## src/rtl/i2c_pkg.sv

```systemverilog
// Shared constants for the I2C register sequencer: bit-controller command codes,
// response error codes, FSM states and the per-step command table.
package i2c_pkg;

  localparam logic [2:0] CMD_NONE    = 3'b000;
  localparam logic [2:0] CMD_START   = 3'b001;
  localparam logic [2:0] CMD_WR      = 3'b010;
  localparam logic [2:0] CMD_RD      = 3'b011;
  localparam logic [2:0] CMD_STOP    = 3'b100;
  localparam logic [2:0] CMD_RESTART = 3'b101;

  localparam logic [1:0] ERR_OK        = 2'd0;
  localparam logic [1:0] ERR_ADDR_NACK = 2'd1;
  localparam logic [1:0] ERR_DATA_NACK = 2'd2;
  localparam logic [1:0] ERR_TIMEOUT   = 2'd3;

  typedef enum logic [2:0] {
    S_IDLE,
    S_ISSUE,
    S_WAIT_BUSY,
    S_WAIT_DONE,
    S_EVAL,
    S_RESP
  } state_e;

  typedef enum logic [2:0] {
    DIN_ZERO,
    DIN_DEV_W,
    DIN_DEV_R,
    DIN_REG,
    DIN_WDATA
  } din_sel_e;

  typedef struct packed {
    logic [2:0] cmd;
    din_sel_e   sel;
  } step_t;

  // Step table: write = START, WR dev/W, WR reg, WR data, STOP;
  // read = START, WR dev/W, WR reg, RESTART, WR dev/R, RD, STOP.
  function automatic step_t step_rom(input logic rw, input logic [2:0] step);
    step_t s;
    s.cmd = CMD_STOP;
    s.sel = DIN_ZERO;
    case (step)
      3'd0: s.cmd = CMD_START;
      3'd1: begin s.cmd = CMD_WR; s.sel = DIN_DEV_W; end
      3'd2: begin s.cmd = CMD_WR; s.sel = DIN_REG; end
      3'd3: begin
        if (rw) s.cmd = CMD_RESTART;
        else begin s.cmd = CMD_WR; s.sel = DIN_WDATA; end
      end
      3'd4: if (rw) begin s.cmd = CMD_WR; s.sel = DIN_DEV_R; end
      3'd5: if (rw) s.cmd = CMD_RD;
      default: s.cmd = CMD_STOP;
    endcase
    return s;
  endfunction

  function automatic logic [2:0] last_step_of(input logic rw);
    return rw ? 3'd6 : 3'd4;
  endfunction

endpackage

```

## src/rtl/i2c_reg_sequencer.sv

```systemverilog
// Turns one register read/write request into a paced START/WR/RESTART/RD/STOP
// command stream for the I2C bit controller, checking ACKs and timing out stalls.
module i2c_reg_sequencer
  import i2c_pkg::*;
#(
  parameter int TIMEOUT_CYCLES = 4096,
  parameter int TO_W           = 13
) (
  input  logic       clk_i,
  input  logic       rstn_i,
  input  logic       req_valid_i,
  output logic       req_ready_o,
  input  logic       req_rw_i,
  input  logic [6:0] req_dev_i,
  input  logic [7:0] req_reg_i,
  input  logic [7:0] req_wdata_i,
  output logic       resp_valid_o,
  output logic [7:0] resp_rdata_o,
  output logic [1:0] resp_err_o,
  output logic [2:0] bc_cmd_o,
  output logic [7:0] bc_din_o,
  output logic       bc_wr_o,
  output logic       bc_last_o,
  input  logic       bc_ready_i,
  input  logic       bc_ack_i,
  input  logic [7:0] bc_dout_i
);

  state_e          state_reg, state_next;
  logic            rw_reg;
  logic [6:0]      dev_reg;
  logic [7:0]      reg_addr_reg, wdata_reg;
  logic [2:0]      step_reg, step_next;
  logic [1:0]      err_reg, err_next;
  logic [7:0]      rdata_reg, rdata_next;
  logic [TO_W-1:0] to_cnt_reg, to_cnt_next;
  logic            ack_reg, ack_next;
  logic [2:0]      cmd_reg, cmd_next;
  logic [7:0]      din_reg, din_next;
  logic            wr_reg, wr_next;
  logic            last_reg, last_next;
  logic [1:0]      resp_err_reg, resp_err_next;
  logic [7:0]      resp_rdata_reg, resp_rdata_next;

  logic            accept, timed_out, nack_seen, is_addr_byte;
  logic [2:0]      last_step;
  step_t           cur_step;
  logic [7:0]      cur_din;

  assign accept       = (state_reg == S_IDLE) && req_valid_i;
  assign timed_out    = (to_cnt_reg == TO_W'(TIMEOUT_CYCLES - 1));
  assign nack_seen    = (cmd_reg == CMD_WR) && !ack_reg;
  assign last_step    = last_step_of(rw_reg);
  assign is_addr_byte = (step_reg == 3'd1) || (rw_reg && step_reg == 3'd4);
  assign cur_step     = step_rom(rw_reg, step_reg);

  always_comb begin
    case (cur_step.sel)
      DIN_DEV_W: cur_din = {dev_reg, 1'b0};
      DIN_DEV_R: cur_din = {dev_reg, 1'b1};
      DIN_REG:   cur_din = reg_addr_reg;
      DIN_WDATA: cur_din = wdata_reg;
      default:   cur_din = 8'h00;
    endcase
  end

  always_ff @(posedge clk_i or negedge rstn_i) begin
    if (!rstn_i) state_reg <= S_IDLE;
    else         state_reg <= state_next;
  end

  always_comb begin
    state_next = state_reg;
    case (state_reg)
      S_IDLE:      if (req_valid_i) state_next = S_ISSUE;
      S_ISSUE:     if (bc_ready_i) state_next = S_WAIT_BUSY;
      S_WAIT_BUSY: begin
        if (!bc_ready_i)    state_next = S_WAIT_DONE;
        else if (timed_out) state_next = S_RESP;
      end
      S_WAIT_DONE: begin
        if (bc_ready_i)     state_next = S_EVAL;
        else if (timed_out) state_next = S_RESP;
      end
      S_EVAL:      state_next = (nack_seen || step_reg != last_step) ? S_ISSUE : S_RESP;
      S_RESP:      state_next = S_IDLE;
      default:     state_next = S_IDLE;
    endcase
  end

  always_comb begin
    step_next       = step_reg;
    err_next        = err_reg;
    rdata_next      = rdata_reg;
    to_cnt_next     = to_cnt_reg;
    ack_next        = ack_reg;
    cmd_next        = cmd_reg;
    din_next        = din_reg;
    wr_next         = 1'b0;
    last_next       = last_reg;
    resp_err_next   = resp_err_reg;
    resp_rdata_next = resp_rdata_reg;
    case (state_reg)
      S_IDLE: if (req_valid_i) begin
        step_next       = 3'd0;
        err_next        = ERR_OK;
        rdata_next      = 8'h00;
        resp_err_next   = ERR_OK;
        resp_rdata_next = 8'h00;
      end
      S_ISSUE: begin
        to_cnt_next = '0;
        if (bc_ready_i) begin
          cmd_next  = cur_step.cmd;
          din_next  = cur_din;
          last_next = (cur_step.cmd == CMD_RD);
          wr_next   = 1'b1;
        end
      end
      S_WAIT_BUSY, S_WAIT_DONE: begin
        to_cnt_next = to_cnt_reg + 1'b1;
        if (state_reg == S_WAIT_DONE && bc_ready_i) begin
          ack_next = bc_ack_i;
          if (cmd_reg == CMD_RD) rdata_next = bc_dout_i;
        end else if (state_next == S_RESP && err_reg == ERR_OK) begin
          err_next = ERR_TIMEOUT;
        end
      end
      S_EVAL: begin
        if (nack_seen) begin
          if (err_reg == ERR_OK) err_next = is_addr_byte ? ERR_ADDR_NACK : ERR_DATA_NACK;
          step_next = last_step;
        end else if (step_reg != last_step) begin
          step_next = step_reg + 3'd1;
        end
      end
      default: ;
    endcase
    // Response fields are frozen on entry to RESP and held until the next accept.
    if (state_next == S_RESP && state_reg != S_RESP) begin
      resp_err_next   = err_next;
      resp_rdata_next = (rw_reg && err_next == ERR_OK) ? rdata_next : 8'h00;
    end
  end

  always_ff @(posedge clk_i or negedge rstn_i) begin
    if (!rstn_i) begin
      rw_reg         <= 1'b0;
      dev_reg        <= 7'h00;
      reg_addr_reg   <= 8'h00;
      wdata_reg      <= 8'h00;
      step_reg       <= 3'd0;
      err_reg        <= ERR_OK;
      rdata_reg      <= 8'h00;
      to_cnt_reg     <= '0;
      ack_reg        <= 1'b0;
      cmd_reg        <= CMD_NONE;
      din_reg        <= 8'h00;
      wr_reg         <= 1'b0;
      last_reg       <= 1'b0;
      resp_err_reg   <= ERR_OK;
      resp_rdata_reg <= 8'h00;
    end else begin
      if (accept) begin
        rw_reg       <= req_rw_i;
        dev_reg      <= req_dev_i;
        reg_addr_reg <= req_reg_i;
        wdata_reg    <= req_wdata_i;
      end
      step_reg       <= step_next;
      err_reg        <= err_next;
      rdata_reg      <= rdata_next;
      to_cnt_reg     <= to_cnt_next;
      ack_reg        <= ack_next;
      cmd_reg        <= cmd_next;
      din_reg        <= din_next;
      wr_reg         <= wr_next;
      last_reg       <= last_next;
      resp_err_reg   <= resp_err_next;
      resp_rdata_reg <= resp_rdata_next;
    end
  end

  assign req_ready_o  = (state_reg == S_IDLE);
  assign resp_valid_o = (state_reg == S_RESP);
  assign resp_err_o   = resp_err_reg;
  assign resp_rdata_o = resp_rdata_reg;
  assign bc_cmd_o     = cmd_reg;
  assign bc_din_o     = din_reg;
  assign bc_wr_o      = wr_reg;
  assign bc_last_o    = last_reg;

endmodule

```

## config.mk

```make
export PLATFORM = sky130hd
export DESIGN_NAME = i2c_reg_sequencer
export DESIGN_NICKNAME = d
export VERILOG_FILES = /design/src/rtl/i2c_pkg.sv /design/src/rtl/i2c_reg_sequencer.sv
export SDC_FILE = /design/constraint.sdc
export NUM_CORES = 1
export LEC_CHECK = 0
export ABC_AREA = 1
export ABC_CLOCK_PERIOD_IN_PS = 3100
export CAP_MARGIN = 15
export CORE_MARGIN = 10
export CORE_UTILIZATION = 39
export DETAILED_ROUTE_END_ITERATION = 12
export GPL_ROUTABILITY_DRIVEN = 0
export PLACE_DENSITY_LB_ADDON = 0.08
export SETUP_SLACK_MARGIN = 0.2
export SYNTH_ARGS = -nofsm -noshare
export SYNTH_HDL_FRONTEND = slang
export SYNTH_SLANG_ARGS = --single-unit
```

## constraint.sdc

```tcl
create_clock -name clk_i -period 3.1 [get_ports clk_i]
set_input_delay 0.62 -clock clk_i [delete_from_list [all_inputs] [get_ports clk_i]]
set_output_delay 0.62 -clock clk_i [all_outputs]
set_load 0.02 [all_outputs]
```

==> metrics.md <==
| Metric | Value |
|---|---|
| Final Hold Viols | `0` |
| Area of the core | `0.00924 mm2` |
| Final Cycle Share | `between 70% and 80%` |
| CTS root buf | `clkbuf_8` |
| Largest register FFs | `13` |
| Critical path buffer and inverter count | `2` |
| Skew final | `~9.0 ps` |
| Final slew viol count | `0` |
| Synth unique cells | `30` |
| RSZ-0062 raised after global routing | `false` |
| Diode count | `0` |
| CTS tree | `done` |
| Hold buffer count at CTS | `0` |
| DRT antenna net count | `0` |
| Fillers | `~940` |
| First-pass GRT wire length | `15.4 mm` |
| Highest Clock Rate | `roughly 410 MHz` |
| Site row count | `35` |
| Multi-input gate area | `around 0.0015 mm2` |
| Inserted Clock Buffers | `9` |
| Cell Chain, Critical Path | `nor2_2 -> nand2_1 -> inv_1 -> clkdlybuf4s50_1` |
| Min-delay worst type | `in -> async` |
| First-pass iteration count of the detailed router | `4` |
| Setup TNS | `0 ps` |
| I/O Pins | `62` |
| Area Growth Syn to Fin | `26.7%` |
| Placement Setup Slack | `between 700 and 800 ps` |
| I/O Buffers | `61` |
| Post-Route WL | `9.01 mm` |
| # resized after CTS | `0` |
| Crit path largest cell delay | `600 ps` |
| Rel. slew slack | `approximately a third` |
| Die Width | `around 120 um` |
| Non-filler cells, final | `663` |
| Die area | `around 0.014 mm2` |
| Final number of setup-violating endpoints | `0` |
| Final net count | `573` |
| Total Routing Usage GR | `a little over an eighth` |
| Crit end category | `output port` |
| Critical path's slowest cell | `clkdlybuf4s50_1` |
| Post-route minimum period | `about 2500 ps` |
| Initial drt markers | `142` |
| Per-cell routed wire length | `13.6 um` |
| DR vias/cell | `roughly 4.8` |
| Die Ht | `118 um` |
| Syn Inst Count | `roughly 460` |
| CP Launch Type | `flip-flop` |
| Final WS setup | `650 ps` |
| Clk Latency, worst-skew pair | `between 300 and 400 ps` |
| Placed insts | `~650` |
| Clock slew seen by the registers of the worst setup and hold paths | `~80 ps` |
| Top delay family on crit path | `buffers and inverters` |
| Worst Path Required | `approximately 2500 ps` |
| Vias post-DR | `around 3200` |
| Final HPWL DP | `about 6.6 mm` |
| Initial antenna violation count | `0` |
| Share of layout cells above drive strength 1 | `under 10%` |
| Clk buf depth | `2` |
| Peak supply drop | `about 0.00038 V` |
| Slew @ Worst Pin | `976 ps` |
| Largest net degree at the start of global routing | `approximately 80` |
| Net Count, Synth | `between 500 and 600` |
| Syn avg cell area | `8.01 um2` |
| Residual DRC | `0` |
| Core Util, Final | `about half` |
| Vias in the first global route | `3201` |
| H-tree depth | `3` |
| Synth Register Bits | `77` |
| Congestion Overflow GR | `0` |
| LEAKAGE | `between 0.002 and 0.0025 uW` |
| Worst reg2reg setup slack | `around 1100 ps` |
| Setup bufs post-CTS | `0` |
| Worst-path maximum fanout | `6` |
| Critical path arrival | `between 1500 and 2000 ps` |
| Ys Warns | `0` |
| Outcome | `complete, no violations` |
| Initial core utilization | `roughly 40%` |
| Max-Cap Viols | `0` |
| Post-synthesis instance area | `0.00371 mm2` |
| Seq/Total Area, Yosys | `52.0%` |
| Pwr dens | `777 mW/mm2` |
| Reg area | `a little under 0.002 mm2` |
| Clk sinks | `77` |
| WS Path Type | `reg -> out` |
[final timing paths]
| kind | from | endpoint | cells after the start |
|---|---|---|---|
| setup / recovery | state_reg[1] | req_ready_o | 4 |
| hold / removal | rstn_i | to_cnt_reg[1] | 1 |
| setup reg to reg | state_reg[1] | resp_rdata_o[0] | 9 |
| hold reg to reg | dev_reg[3] | dev_reg[3] | 2 |
| max in group asynchronous | rstn_i | step_reg[2] | 1 |
| min in group clk_i | dev_reg[3] | dev_reg[3] | 2 |
[where the power goes]
group | switching, uW | internal, uW
Combinational | 818 | 476
Clock | 376 | 532
Sequential | 174 | 1270
[cell type report]
cell class                      count  share of cell area [%]
Clock buffer                        9                    2.64
Clock inverter                      6                    2.40
Inverter                           52                    4.26
Multi-Input combinational cell    325                    32.7
Sequential cell                    77                    41.0
Tap cell                          129                    3.44
Timing Repair Buffer               65                    13.6
[per-stage QoR]
stage / hold slack [ps] / power [uW] / cell area, um2
floorplan: 324 / 2270 / 3710
global placement: 463 / 2750 / 4460
detailed placement: 465 / 2770 / 4460
CTS: 458 / 3690 / 4700
global route: 492 / 3920 / 4700
finish: 403 / 3650 / 4700
[cells in the final DEF, fill, tap and decap left out]
master and n:
bufinv_16 3, and2_1 1, inv_1 48, o21bai_1 1, nor2_2 5, nor3_1 3
o211ai_1 1, clkdlybuf4s50_1 60, xor2_1 2, buf_4 5, clkinv_2 1, o31ai_1 1
nand2_1 159, inv_2 3, clkbuf_8 9, a221oi_1 1, nor4_1 1, o21ai_1 14
ha_1 6, nor2_8 2, clkinv_4 3, a21oi_1 12, nor2_1 34, o311ai_0 1
a22o_1 1, o21ai_0 41, nand2_2 4, nand4_1 4, o22ai_1 11, nand3_2 3
dfrtp_1 77, nand3_1 17
[cell families after synthesis]
kind of cell	Yosys count	share of synthesized area, %
xor+xnor	2	0.472
buf+inv	61	6.68
simple gates	233	26.7
fa+ha+maj	6	2.02
flops	77	52.0
compound gates	84	12.2
[layer usage]
layer / track usage, % / vias to the layer above / share of wire (%)
li1: - / 1615 / -
met1: 17.0 / 1510 / 48
met2: 20.6 / 73 / 46
met3: 3.60 / 9 / 5.1
met4: 4.40 / 0 / 1.1
met5: 0 / - / 0
[worst register-to-register path, delay by kind of cell, from the launching register on]
family | cells | cell delay (ps)
flops | 1 | 470
buf+inv | 1 | 80
simple gates | 7 | 1220
compound gates | 1 | 90
[cell usage after synthesis (all sizes together)]
master,count,area [um2]
a22o,1,8.76
clkbuf,3,11.3
dfrtp,77,1930
nor3,3,15.0
nor2,41,199
buf,6,36.3
clkinv,1,8.76
xor2,2,17.5
o31ai,1,7.51
nand3,20,115
o21ai,55,275
o211ai,1,7.51
nor4,1,6.26
nand2,163,622
inv,51,191
o22ai,11,68.8
ha,6,75.1
o21bai,1,7.51
o311ai,1,8.76
a21oi,12,60.1
nand4,4,25.0
a221oi,1,8.76
and2,1,6.26
Power figures use the tool's default switching activity.
